## config.mk

```make
export PLATFORM = sky130hd
export DESIGN_NAME = mul_issue_arb
export DESIGN_NICKNAME = d
export VERILOG_FILES = /design/src/rtl/mul_issue_arb_pkg.sv /design/src/rtl/mul_issue_arb_fifo.sv /design/src/rtl/mul_issue_arb.sv
export SDC_FILE = /design/constraint.sdc
export NUM_CORES = 1
export LEC_CHECK = 0
export ABC_AREA = 1
export CAP_MARGIN = 20
export CORE_ASPECT_RATIO = 0.8
export CORE_MARGIN = 1.5
export CORE_UTILIZATION = 35
export DETAILED_ROUTE_END_ITERATION = 12
export GPL_TIMING_DRIVEN = 1
export PLACE_DENSITY = 0.52
export SLEW_MARGIN = 20
export SYNTH_ARGS = -nofsm -noshare
export SYNTH_HDL_FRONTEND = slang
export SYNTH_SLANG_ARGS = --single-unit
```

## constraint.sdc

```tcl
create_clock -name clk -period 17 [get_ports clk]
set_clock_uncertainty 0.15 [all_clocks]
set_input_delay 2.55 -clock clk [delete_from_list [all_inputs] [get_ports clk]]
set_output_delay 2.55 -clock clk [all_outputs]
set_load 0.005 [all_outputs]
```

## src/rtl/mul_issue_arb_pkg.sv

```systemverilog
// Shared types for the multiplier issue arbiter: the queued request record
// and the round-robin pick helper.
package mul_issue_arb_pkg;

  localparam int NUM_MUL_PORTS = 2;
  localparam int PKG_M_WIDTH   = 64;
  localparam int PKG_LG_ROB    = 6;
  localparam int PKG_LG_PRF    = 7;

  typedef struct packed {
    logic                   is_signed;
    logic                   is_high;
    logic                   is_mulw;
    logic [PKG_M_WIDTH-1:0] src_A;
    logic [PKG_M_WIDTH-1:0] src_B;
    logic [PKG_LG_ROB-1:0]  rob_ptr;
    logic [PKG_LG_PRF-1:0]  prf_ptr;
  } mul_req_t;

  // Single candidate wins outright; on a tie the RR pointer decides.
  function automatic logic rr_pick(input logic [NUM_MUL_PORTS-1:0] cand, input logic rr);
    if (cand == 2'b11) return rr;
    return cand[1] & ~cand[0];
  endfunction

endpackage

```

## src/rtl/mul_issue_arb_fifo.sv

```systemverilog
// Small request FIFO; pointers carry one extra wrap bit to separate full from empty.
module mul_req_fifo
  import mul_issue_arb_pkg::*;
#(
  parameter int FIFO_DEPTH = 2
) (
  input  logic     clk,
  input  logic     reset,
  input  logic     clr,
  input  logic     push,
  input  logic     pop,
  input  mul_req_t din,
  output logic     full,
  output logic     empty,
  output mul_req_t head
);

  localparam int AW = $clog2(FIFO_DEPTH);

  logic [AW:0] wr_q, wr_d, rd_q, rd_d;
  mul_req_t    mem_q [FIFO_DEPTH];

  assign empty = (wr_q == rd_q);
  assign full  = (wr_q[AW] != rd_q[AW]) && (wr_q[AW-1:0] == rd_q[AW-1:0]);
  assign head  = mem_q[rd_q[AW-1:0]];

  always_comb begin
    wr_d = wr_q;
    rd_d = rd_q;
    if (clr) begin
      wr_d = '0;
      rd_d = '0;
    end else begin
      if (push) wr_d = wr_q + 1'b1;
      if (pop)  rd_d = rd_q + 1'b1;
    end
  end

  always_ff @(posedge clk) begin
    if (reset) begin
      wr_q <= '0;
      rd_q <= '0;
    end else begin
      wr_q <= wr_d;
      rd_q <= rd_d;
    end
  end

  // When full with a simultaneous pop, the write lands in the slot being vacated.
  always_ff @(posedge clk) begin
    if (push && !clr) mem_q[wr_q[AW-1:0]] <= din;
  end

  assert property (@(posedge clk) disable iff (reset) !(push && full && !pop));
  assert property (@(posedge clk) disable iff (reset) !(pop && empty));

endmodule

```

## src/rtl/mul_issue_arb.sv

```systemverilog
// Two-port round-robin issue stage in front of the pipelined multiplier,
// with registered issue outputs and an in-flight occupancy counter.
module mul_issue_arb
  import mul_issue_arb_pkg::*;
#(
  parameter int M_WIDTH        = PKG_M_WIDTH,
  parameter int LG_ROB_ENTRIES = PKG_LG_ROB,
  parameter int LG_PRF_ENTRIES = PKG_LG_PRF,
  parameter int MUL_LAT        = 2,
  parameter int FIFO_DEPTH     = 2
) (
  input  logic                                       clk,
  input  logic                                       reset,
  input  logic                                       flush,
  input  logic [NUM_MUL_PORTS-1:0]                   req_valid,
  output logic [NUM_MUL_PORTS-1:0]                   req_ready,
  input  logic [NUM_MUL_PORTS-1:0]                   req_is_signed,
  input  logic [NUM_MUL_PORTS-1:0]                   req_is_high,
  input  logic [NUM_MUL_PORTS-1:0]                   req_is_mulw,
  input  logic [NUM_MUL_PORTS*M_WIDTH-1:0]           req_src_A,
  input  logic [NUM_MUL_PORTS*M_WIDTH-1:0]           req_src_B,
  input  logic [NUM_MUL_PORTS*LG_ROB_ENTRIES-1:0]    req_rob_ptr,
  input  logic [NUM_MUL_PORTS*LG_PRF_ENTRIES-1:0]    req_prf_ptr,
  output logic                                       mul_go,
  output logic                                       mul_is_signed,
  output logic                                       mul_is_high,
  output logic                                       mul_is_mulw,
  output logic [M_WIDTH-1:0]                         mul_src_A,
  output logic [M_WIDTH-1:0]                         mul_src_B,
  output logic [LG_ROB_ENTRIES-1:0]                  mul_rob_ptr,
  output logic [LG_PRF_ENTRIES-1:0]                  mul_prf_ptr,
  input  logic                                       mul_complete,
  output logic [$clog2(MUL_LAT+3)-1:0]               inflight,
  output logic                                       grant_port
);

  localparam int             IW      = $clog2(MUL_LAT + 3);
  localparam logic [IW-1:0]  INF_MAX = IW'(MUL_LAT + 2);

  mul_req_t                 req_s  [NUM_MUL_PORTS];
  mul_req_t                 head_s [NUM_MUL_PORTS];
  logic [NUM_MUL_PORTS-1:0] push, pop, full, empty, cand;
  logic                     issue, gnt;

  logic          rr_q, rr_d;
  logic          go_q, go_d;
  logic          gp_q, gp_d;
  mul_req_t      op_q, op_d;
  logic [IW-1:0] inf_q, inf_d;

  for (genvar i = 0; i < NUM_MUL_PORTS; i++) begin : g_port
    assign req_s[i] = '{
      is_signed: req_is_signed[i],
      is_high:   req_is_high[i],
      is_mulw:   req_is_mulw[i],
      src_A:     req_src_A[i*M_WIDTH +: M_WIDTH],
      src_B:     req_src_B[i*M_WIDTH +: M_WIDTH],
      rob_ptr:   req_rob_ptr[i*LG_ROB_ENTRIES +: LG_ROB_ENTRIES],
      prf_ptr:   req_prf_ptr[i*LG_PRF_ENTRIES +: LG_PRF_ENTRIES]
    };

    mul_req_fifo #(.FIFO_DEPTH(FIFO_DEPTH)) u_fifo (
      .clk   (clk),
      .reset (reset),
      .clr   (flush),
      .push  (push[i]),
      .pop   (pop[i]),
      .din   (req_s[i]),
      .full  (full[i]),
      .empty (empty[i]),
      .head  (head_s[i])
    );
  end

  // Ready comes only from FIFO state, so a full FIFO never accepts even while popping.
  assign req_ready = ~full;
  assign push      = req_valid & ~full;

  always_comb begin
    cand  = ~empty;
    gnt   = rr_pick(cand, rr_q);
    issue = (|cand) && !flush;
    pop   = '0;
    rr_d  = rr_q;
    go_d  = issue;
    op_d  = op_q;
    gp_d  = gp_q;
    if (issue) begin
      pop[gnt] = 1'b1;
      rr_d     = ~gnt;
      op_d     = head_s[gnt];
      gp_d     = gnt;
    end
  end

  always_comb begin
    inf_d = inf_q;
    unique case ({go_q, mul_complete})
      2'b10:   if (inf_q != INF_MAX) inf_d = inf_q + 1'b1;
      2'b01:   if (inf_q != '0)      inf_d = inf_q - 1'b1;
      default: inf_d = inf_q;
    endcase
  end

  always_ff @(posedge clk) begin
    if (reset) begin
      rr_q  <= 1'b0;
      go_q  <= 1'b0;
      gp_q  <= 1'b0;
      op_q  <= '0;
      inf_q <= '0;
    end else begin
      rr_q  <= rr_d;
      go_q  <= go_d;
      gp_q  <= gp_d;
      op_q  <= op_d;
      inf_q <= inf_d;
    end
  end

  // The count should never need to saturate; doing so means lost or phantom completions.
  assert property (@(posedge clk) disable iff (reset) !(go_q && !mul_complete && inf_q == INF_MAX));
  assert property (@(posedge clk) disable iff (reset) !(mul_complete && !go_q && inf_q == '0));

  assign mul_go        = go_q;
  assign mul_is_signed = op_q.is_signed;
  assign mul_is_high   = op_q.is_high;
  assign mul_is_mulw   = op_q.is_mulw;
  assign mul_src_A     = op_q.src_A;
  assign mul_src_B     = op_q.src_B;
  assign mul_rob_ptr   = op_q.rob_ptr;
  assign mul_prf_ptr   = op_q.prf_ptr;
  assign grant_port    = gp_q;
  assign inflight      = inf_q;

endmodule

```

# After elaboration in Yosys (flattened, before gate mapping)
# Memory sizes are Yosys's and may differ from the RTL's. A register that Yosys moved wholly into a read port is not among the register bits.
# Cells that the tools add are included.
[word_totals] register_bits=158 mem_bits_rw=576 in_bits=294 output_inout_bits=151 elab_cells=77 n_memories=2
[classes] n_addsub=6 order_cmp=3 n_eq_ne=12 n_mux=20 bitwise_logic=7 n_reduce_logical=12
[mem_list] memory="g_port[0].u_fifo.mem_q" words=2 word_bits=144 read_ports=1 rd_clocked_by_memory_dff=1 write_ports=1 line="mul_issue_arb_fifo.sv:21" rtl="mul_req_t mem_q [FIFO_DEPTH];"
[mem_list] memory="g_port[1].u_fifo.mem_q" words=2 word_bits=144 read_ports=1 rd_clocked_by_memory_dff=1 write_ports=1 line="mul_issue_arb_fifo.sv:21"
[ops] operator="$mux W144" n=3
[ops] operator="$mux W1" n=12
[ops] operator="$add A2 B1 Y2 const B" n=4
[ops] operator="$logic_and A1 B1 Y1" n=6
[ops] operator="$mux W3" n=2
[ops] operator="$pmux W3 S2" n=1
[ops] operator="$eq A2 B2 Y1" n=2
[ops] operator="$eq A2 B2 Y1 const B" n=2
[ops] operator="$ne A2 B2 Y1 const B" n=2
[ops] operator="$not A2 Y2" n=2
[ops] operator="$reduce_or A2 Y1" n=2
[ops] operator="$add A3 B1 Y3 const B" n=1
[ops] operator="$ne A3 B3 Y1 const B" n=1
[ops] operator="$reduce_and A3 Y1" n=1
[ops] operator="$reduce_bool A3 Y1" n=1
[ops] operator="$sub A3 B1 Y3 const B" n=1
[ops] operator="$and A2 B2 Y2" n=1
[ops] operator="$eq A1 B1 Y1" n=2
[ops] operator="$eq A2 B1 Y1 const B" n=1
[ops] operator="$ge A2 B2 Y1 const B" n=1
[ops] operator="$lt A1 B2 Y1 const B" n=1
[ops] operator="$mux W2" n=1
[ops] operator="$ne A1 B1 Y1" n=2
[ops] operator="$not A1 Y1" n=2
[ops] operator="6 further kinds" n=6

# Logic depth before layout (Yosys ltp)
# Gate-level depths: netlist (run 1).
[logic_depth] depth_word=12 mapped_depth=12 ltp_nobuf=10

# Hierarchy
# A second synthesis (run 1) with hierarchy kept.
[unflattened] cells_unflattened=2908 area_unflattened_um2=30390.4
[modules_own_cells] mod="mul_req_fifo" n_inst=2 cells_per_inst=794 area_per_inst_um2=11183.2 seq_area_each_um2=8748.4
[modules_own_cells] mod="mul_issue_arb" n_inst=1 cells_per_inst=1320 area_per_inst_um2=8023.9 seq_area_each_um2=3002.9

# Least setup slack after synthesis (run 1)
# Ideal clock, no wire load.
[synth_timing] kind="input-to-reg" startpoint="in flush" endpoint="mem g_port[0].u_fifo.mem_q[0][0] (netlist name), enable pin" setup_ps=824 t_arrival_ps=12330 t_required_ps=16026 setup_slack_ps=3697 path_stages=1 path_buffers=0 cell_sequence="nor3_1"
[synth_via] elab_chain_len=4
[synth_rtl] item="start, declared" line="mul_issue_arb.sv:14" rtl="input logic flush,"
[synth_rtl] item="$logic_not A1 Y1" line="mul_issue_arb_fifo.sv:51" rtl="if (push && !clr) mem_q[wr_q[AW-1:0]] <= din;"
[synth_rtl] item="$logic_and A1 B1 Y1" line="mul_issue_arb_fifo.sv:51"
[synth_rtl] item="$mux W1" line="mul_issue_arb_fifo.sv:51"
[synth_rtl] item="$mux W1 (implied by the code)" line="mul_issue_arb_fifo.sv:51"
[synth_rtl] item="end, declared" line="mul_issue_arb_fifo.sv:21"
# No other way between the ends.

# Final worst setup path (run 1)
[layout_timing] startpoint="in flush" endpoint="mem g_port[1].u_fifo.mem_q[1][114] (netlist name), enable pin"
[layout_via] elab_chain_len=4
[layout_rtl] item="$logic_not A1 Y1" line="mul_issue_arb_fifo.sv:51"
[layout_rtl] item="$logic_and A1 B1 Y1" line="mul_issue_arb_fifo.sv:51"
[layout_rtl] item="$mux W1" line="mul_issue_arb_fifo.sv:51"
[layout_rtl] item="$mux W1 (implied by the code)" line="mul_issue_arb_fifo.sv:51"
[layout_rtl] item="end, declared" line="mul_issue_arb_fifo.sv:21"
# No other way between the ends.

==> results of run 1 <==
## worst max-delay path by stage
stage / from / end / slack, ps / cells after the start
6_report: flush / g_port[1].u_fifo.mem_q[1][114]$_DFFE_PP_ / 12110 / 3
3_3_place_gp: flush / mul_src_A[59]$_SDFFE_PP0N_ / 11160 / 6
5_1_grt: flush / mul_src_B[13]$_SDFFE_PP0N_ / 11950 / 6
3_5_place_dp: flush / mul_src_B[8]$_SDFFE_PP0N_ / 11440 / 6
2_1_floorplan: flush / g_port[0].u_fifo.mem_q[0][0]$_DFFE_PP_ / 3700 / 1
4_1_cts: flush / mul_src_B[8]$_SDFFE_PP0N_ / 12100 / 6
## power by group through the flow
stage | clock (mW) | sequential, mW | combinational (mW)
detailed placement | 0 | 2.08 | 0.379
finish | 1.68 | 2.04 | 0.374
global placement | 0 | 2.08 | 0.373
global route | 1.79 | 2.05 | 0.413
floorplan | 0 | 2.09 | 0.189
CTS | 1.73 | 2.04 | 0.381
## sequential cells by signal, indices dropped and copies added (netlist names), named ones only
signal               flops
mul_go                   1
mul_prf_ptr              7
mul_is_signed            1
g_port.u_fifo.wr_q       4
g_port.u_fifo.mem_q    576
mul_is_mulw              1
mul_rob_ptr              6
inflight                 3
rr_q                     1
g_port.u_fifo.rd_q       4
mul_src_B               64
mul_src_A               64
mul_is_high              1
grant_port               1
## layout make-up
| type | count | area share, % |
|---|---|---|
| diodes | 6 | 0.0410 |
| clock buffers | 111 | 6.00 |
| clock inverters | 31 | 0.888 |
| inverters | 160 | 1.65 |
| multi-input cells | 1378 | 19.0 |
| flip-flops and latches | 736 | 56.0 |
| well taps | 1092 | 3.73 |
| repair buffers | 466 | 12.7 |
## metrics by stage
step,worst slack [ps],utilization (%),std cells
after global routing,11950,45.2,3980
after detailed placement,11440,42.0,3831
after CTS,12100,45.1,3973
after floorplan,3700,-,2418
after global placement,11160,42.0,3830
final,12110,45.2,3980
## synth_stat cells (all sizes together) (2+ instances only)
| cell | instances | area, um^2 |
|---|---|---|
| dfxtp | 160 | 3200 |
| clkbuf | 35 | 131 |
| nand2 | 761 | 2870 |
| o21ai | 149 | 746 |
| nor2 | 7 | 41.3 |
| xor2 | 2 | 17.5 |
| mux2 | 144 | 1620 |
| nand3 | 149 | 746 |
| inv | 160 | 601 |
| a21oi | 160 | 801 |
| buf | 109 | 729 |
| edfxtp | 576 | 17300 |
| nor3 | 2 | 10.0 |
## metal layers
layer,part of all wire [%],track usage (%),up-vias,routed length [um]
li1,-,-,9077,-
met1,43,23.6,9055,33700
met2,50,30.9,418,38700
met3,4.8,3.85,114,3750
met4,2.0,5.05,14,1520
met5,0.12,0,-,97
## cell families (layout without fill, tap and decap cells)
family / count (synthesis) / after routing / share of synthesized area, %
flops: 736 / 736 / 71.0
simple gates: 920 / 920 / 12.7
xor+xnor: 3 / 3 / 0.0911
mux: 144 / 144 / 5.62
other cells: 0 / 6 / 0
buf+inv: 304 / 768 / 5.06
fa+ha+maj: 1 / 1 / 0.0694
compound gates: 310 / 310 / 5.39
## worst reg2reg max path, stage by stage (launching register included)
cell	delay, ps
dfxtp_1	360
inv_1	110
nand2_1	50
nand2_1	180
nand2_8	430
nand2_8	770
buf_4	850
nand2_1	280
nand2_1	120
nand2_1	50
a21oi_1	140
==> out/qor.csv, run 1 <==
stage;metric;value;unit
pwr;combinational fraction of design power;9.1;%
floorplanning;Top Ports;445;
setup_path;Worst path max stage delay;870;ps
pwr;switching power;0.912;mW
layout;most common cell after layout, fill and taps aside;nand2_1;
clocking;later-pin clock latency in the skew report;620;ps
synthesis;Synth Net Count;2713;
route;drt wl/cell;19.5;um
pwr;Clk pwr share;41.1;%
setup_path;crit-path cells;clkdlybuf4s50_1, nor2_4, buf_4;
synthesis;number of synthesis warnings;0;
timing;Max Slew Vio Count;0;
setup_path;Worst R2R Path Depth;10;
setup_path;WP buf/inv;2;
pwr;leakage power total;13.0;nW
pwr;VDD IR max;0.0000686;V
synthesis;Post-Synthesis Cells;2418;
synthesis;Synth cell types;23;
synthesis;EDFF count, synth;576;
timing;Sum Neg Setup Slack;0;ps
floorplanning;die area;0.0842;mm^2
setup_path;worst setup path category;primary input to flip-flop;
pwr;share of power burned in registers;49.8;%
layout;leading cell types in the layout, fill and taps excluded;nand2_1 (757), edfxtp_1 (576), clkdlybuf4s50_1 (443), a21oi_1 (160), dfxtp_1 (158);
clocking;clock-pin slew on the worst setup and hold paths;50;ps
route;DRC;0;
timing;crit share post-route;28.8;%
timing;count of final setup violators;0;
setup_path;reg2reg end;mul_src_A[48]$_SDFFE_PP0N_;
route;WL final;77800;um
route;First DRT Iteration DRCs;1124;
synthesis;fraction of registers with async set/reset;0;%
clocking;clock buffer depth;3;
timing;worst-margin pin slew;1070;ps
route;1st-pass router iterations;5;
clocking;CTS Hold Bufs;0;
route;Vias per Instance;4.69;
setup_path;CP Data Required Time;17080;ps
synthesis;register area share after synthesis;71.0;%
setup_path;Slowest-stage cell, CP;buf_4;
floorplanning;Die Height;260;um
place;area post-placement;0.0341;mm^2
setup_path;CP startpoint kind;primary input;
setup_path;crit end category;flip-flop;
min_path;Worst Hold Class;flip-flop to flip-flop;
layout;FF+latch area;0.0205;mm^2
global_route;vias in the first global route;18700;
synthesis;synthesized cell area;0.0289;mm^2
pwr;total power per unit cell area;112;mW/mm^2
run_status;status;completed;
route;vias after detailed routing;18700;
floorplanning;Die Width;324;um
global_route;overall global routing resource usage;18.3;%
layout;Layout Area Growth over Synthesis;27.0;%
clocking;root buf cell;clkbuf_16;
min_path;Hold Path Origin;mul_src_B[61]$_SDFFE_PP0N_;
clocking;Post-CTS Setup Inserts;0;
min_path;hold path endpoint;mul_src_B[61]$_SDFFE_PP0N_;
job;MaxCap Viol Count;0;
route;antenna viol nets, final;0;
timing;unrepaired setup endpoints after global routing;no;
synthesis;synthesized flop and latch total;736;
pwr;total power;4.10;mW
setup_path;R2R Setup Slk;13430;ps
place;I/O Buffers;444;
layout;layout cells sized above 1;10.1;%
timing;worst hold slack;313;ps
floorplanning;Core ar.;0.0811;mm^2
timing;final hold violations;0;
clocking;TritonCTS buffer count;78;
floorplanning;Initial Util;35.6;%
global_route;largest net degree at the start of global routing;145;
floorplanning;FP Rows;93;
pwr;Int Pwr;3.19;mW
synthesis;ys flop type;edfxtp_1;
timing;fmax;204;MHz
place;dpl hpwl;47100;um
timing;Max-slew headroom;28.9;%
clocking;CTS tree;yes;
setup_path;Crit path arrival time;4970;ps
synthesis;Mean Syn Cell Area;11.9;um^2
setup_path;crit-path leading delay family;buffers and inverters;
global_route;GRT overflow;0;
global_route;first-pass GRT wire length;116000;um
setup_path;worst-path fanout max;63;
layout;final instance area;0.0366;mm^2
pwr;Sw Ratio;22.2;%
setup_path;reg2reg start;g_port[1].u_fifo.wr_q[0]$_SDFFE_PP0P_;
clocking;clk sinks;736;
layout;multi-input logic area;0.00696;mm^2
min_path;hold depth;2;
layout;final net count;3115;
global_route;initial antenna violation count;14;
layout;Fillers;7394;
timing;Final min period;4890;ps
clocking;Resize count post-CTS;0;
clocking;H-tree Lvls;3;
place;GP Congestion;0.768;
(Power assumes the default switching activity.)
==> run 2, diff against run 1 <==
Settings changed: PLACE_DENSITY 0.52 to 0.54.
Clock period 17 ns to 4 ns, I/O delays scaled along.
==> run 2 against run 1 <==
- count of clock-buffer cells in the layout did not move
- highest routed layer unchanged
- first-iteration DRC count rose by 13%
- largest cell class unchanged
- core utilization rose by 0.46 points
- power rose to 4.3 times the previous value
- cell count rose by 0.50%
- setup slack got worse by 11000 ps
- sequential power rose to 4.3 times the previous value
- final area rose by 1.0%
- critical path depth rose by 2
==> out/qor.csv, run 2 (synthesized netlist as in run 1, its figures left out) <==
stage;metric;value;unit;change
run_status;status;completed;;
layout;most common cell after layout, fill and taps aside;nand2_1;;
clocking;clock buffer depth;3;;unchanged
floorplanning;FP Rows;93;;unchanged
clocking;clk sinks;736;;unchanged
pwr;share of power burned in registers;49.4;%;-0.4 points
route;First DRT Iteration DRCs;1269;;+13%
setup_path;worst-path fanout max;4;;-94%
timing;worst-margin pin slew;863;ps;-203 ps
setup_path;Most common cell on crit path;nand2_2;;
pwr;total power per unit cell area;474;mW/mm^2;+320%
global_route;largest net degree at the start of global routing;148;;+2.1%
floorplanning;Die Height;260;um;unchanged
setup_path;CP startpoint kind;flip-flop;;
clocking;Resize count post-CTS;0;;unchanged
timing;Final min period;2660;ps;
timing;final setup margin;1340;ps;-10770 ps
place;I/O Buffers;444;;unchanged
timing;count of final setup violators;0;;unchanged
layout;layout cells sized above 1;11.5;%;+1.4 points
min_path;Worst Hold Class;flip-flop to flip-flop;;
floorplanning;Initial Util;35.6;%;unchanged
route;Vias per Instance;4.68;;-0.21%
pwr;Clk pwr share;41.4;%;+0.3 points
timing;Max Slew Vio Count;0;;unchanged
timing;fmax;375;MHz;
route;DRC;0;;unchanged
pwr;leakage power total;13.2;nW;+1.2%
layout;Layout Area Growth over Synthesis;28.3;%;
route;antenna viol nets, final;0;;unchanged
clocking;H-tree Lvls;3;;unchanged
floorplanning;die area;0.0842;mm^2;unchanged
setup_path;crit-path leading delay family;buffers and inverters;;
setup_path;Slowest-stage cell, CP;clkdlybuf4s50_1;;
floorplanning;Core ar.;0.0811;mm^2;unchanged
clocking;Post-CTS Setup Inserts;0;;unchanged
route;drt wl/cell;19.5;um;-0.42%
setup_path;crit end category;output pin;;
layout;leading cell types in the layout, fill and taps excluded;nand2_1 (751), edfxtp_1 (576), clkdlybuf4s50_1 (443), a21oi_1 (160), inv_1 (153);;
timing;crit share post-route;66.6;%;
floorplanning;Die Width;324;um;unchanged
setup_path;Worst path max stage delay;610;ps;-260 ps
setup_path;crit-path cells;inv_2, nand2_1, nand2_2, nand2_2, clkdlybuf4s50_1;;
setup_path;Crit path arrival time;1910;ps;-3060 ps
global_route;overall global routing resource usage;18.3;%;+0.035 points
layout;number of flip-flops in the largest register;576;;unchanged
place;dpl hpwl;48800;um;+3.5%
job;MaxCap Viol Count;0;;unchanged
layout;final net count;3130;;+0.48%
global_route;vias in the first global route;18800;;+0.61%
pwr;Int Pwr;13.6;mW;+330%
clocking;later-pin clock latency in the skew report;630;ps;about the same
route;WL final;77800;um;about the same
setup_path;worst setup path category;flip-flop to output pin;;
clocking;CTS tree;yes;;
pwr;Sw Ratio;22.7;%;+0.47 points
place;GP Congestion;0.807;;+5.1%
pwr;VDD IR max;0.000276;V;+300%
clocking;root buf cell;clkbuf_16;;
place;dpl ws;1000;ps;-10440 ps
layout;Fillers;7378;;-0.22%
timing;final hold violations;0;;unchanged
setup_path;WP buf/inv;2;;unchanged
clocking;clock-pin slew on the worst setup and hold paths;60;ps;about the same
global_route;first-pass GRT wire length;116000;um;about the same
pwr;switching power;3.99;mW;+340%
global_route;initial antenna violation count;15;;+1
global_route;GRT overflow;0;;unchanged
route;1st-pass router iterations;5;;unchanged
clocking;CTS Hold Bufs;0;;unchanged
timing;Max-slew headroom;42.5;%;+14 points
floorplanning;Top Ports;445;;unchanged
layout;final design utilization;45.6;%;+0.46 points
setup_path;CP Data Required Time;3250;ps;-13830 ps
pwr;combinational fraction of design power;9.2;%;about the same
timing;unrepaired setup endpoints after global routing;no;;
route;vias after detailed routing;18700;;+0.29%
clocking;TritonCTS buffer count;79;;+1.3%
-- run 2: layer usage --
| layer | track usage, % | vias up | routed length, um |
|---|---|---|---|
| li1 | - | 9108 | - |
| met5 | 0 | - | 69 |
| met2 | 30.9 | 408 | 38300 |
| met3 | 3.97 | 121 | 4060 |
| met4 | 5.40 | 12 | 1680 |
| met1 | 23.6 | 9084 | 33700 |
-- run 2: area by class of cell --
cell class	instances	area (um^2)	share of cell area [%]
Sequential cell	736	20500	55.4
Clock buffer	111	2290	6.19
Clock inverter	34	305	0.825
Inverter	160	603	1.63
Tap cell	1092	1370	3.69
Antenna cell	9	22.5	0.0609
Timing Repair Buffer	480	4920	13.3
Multi-Input combinational cell	1378	6990	18.9
-- run 2: metrics by stage --
step | setup TNS (ps) | hold WS [ps] | instances | instance area, um^2 | total power [mW]
global placement | 0 | 298 | 3846 | 34400 | 10.4
CTS | 0 | 305 | 3991 | 37000 | 17.8
floorplan | -200870 | 289 | 2418 | 28900 | 9.63
detailed placement | 0 | 305 | 3846 | 34400 | 10.5
global route | 0 | 323 | 3998 | 37000 | 18.2
finish | 0 | 313 | 4000 | 37000 | 17.5
-- run 2: final timing paths --
path                                         startpoint                          to  slack (ps)  cells past startpoint
hold / removal                  grant_port$_SDFFE_PP0N_     grant_port$_SDFFE_PP0N_         310                      2
setup reg to reg  g_port[0].u_fifo.wr_q[1]$_SDFFE_PP0P_  mul_src_A[48]$_SDFFE_PP0N_        1340                     11
setup / recovery  g_port[1].u_fifo.wr_q[0]$_SDFFE_PP0P_                req_ready[1]        1340                      5
hold reg to reg                 grant_port$_SDFFE_PP0N_     grant_port$_SDFFE_PP0N_         310                      2
-- run 2: worst min-delay path: cells and delay by family (launching register included) --
kind / cells / cell delay [ps]
compound gates: 1 / 50
simple gates: 1 / 60
flops: 1 / 310
-- run 2: power groups by stage --
stage	Combinational (mW)	Clock, mW	Sequential, mW
2_1_floorplan	0.806	0	8.82
4_1_cts	1.64	7.47	8.67
5_1_grt	1.77	7.75	8.70
3_3_place_gp	1.61	0	8.82
3_5_place_dp	1.64	0	8.83
6_report	1.61	7.26	8.67
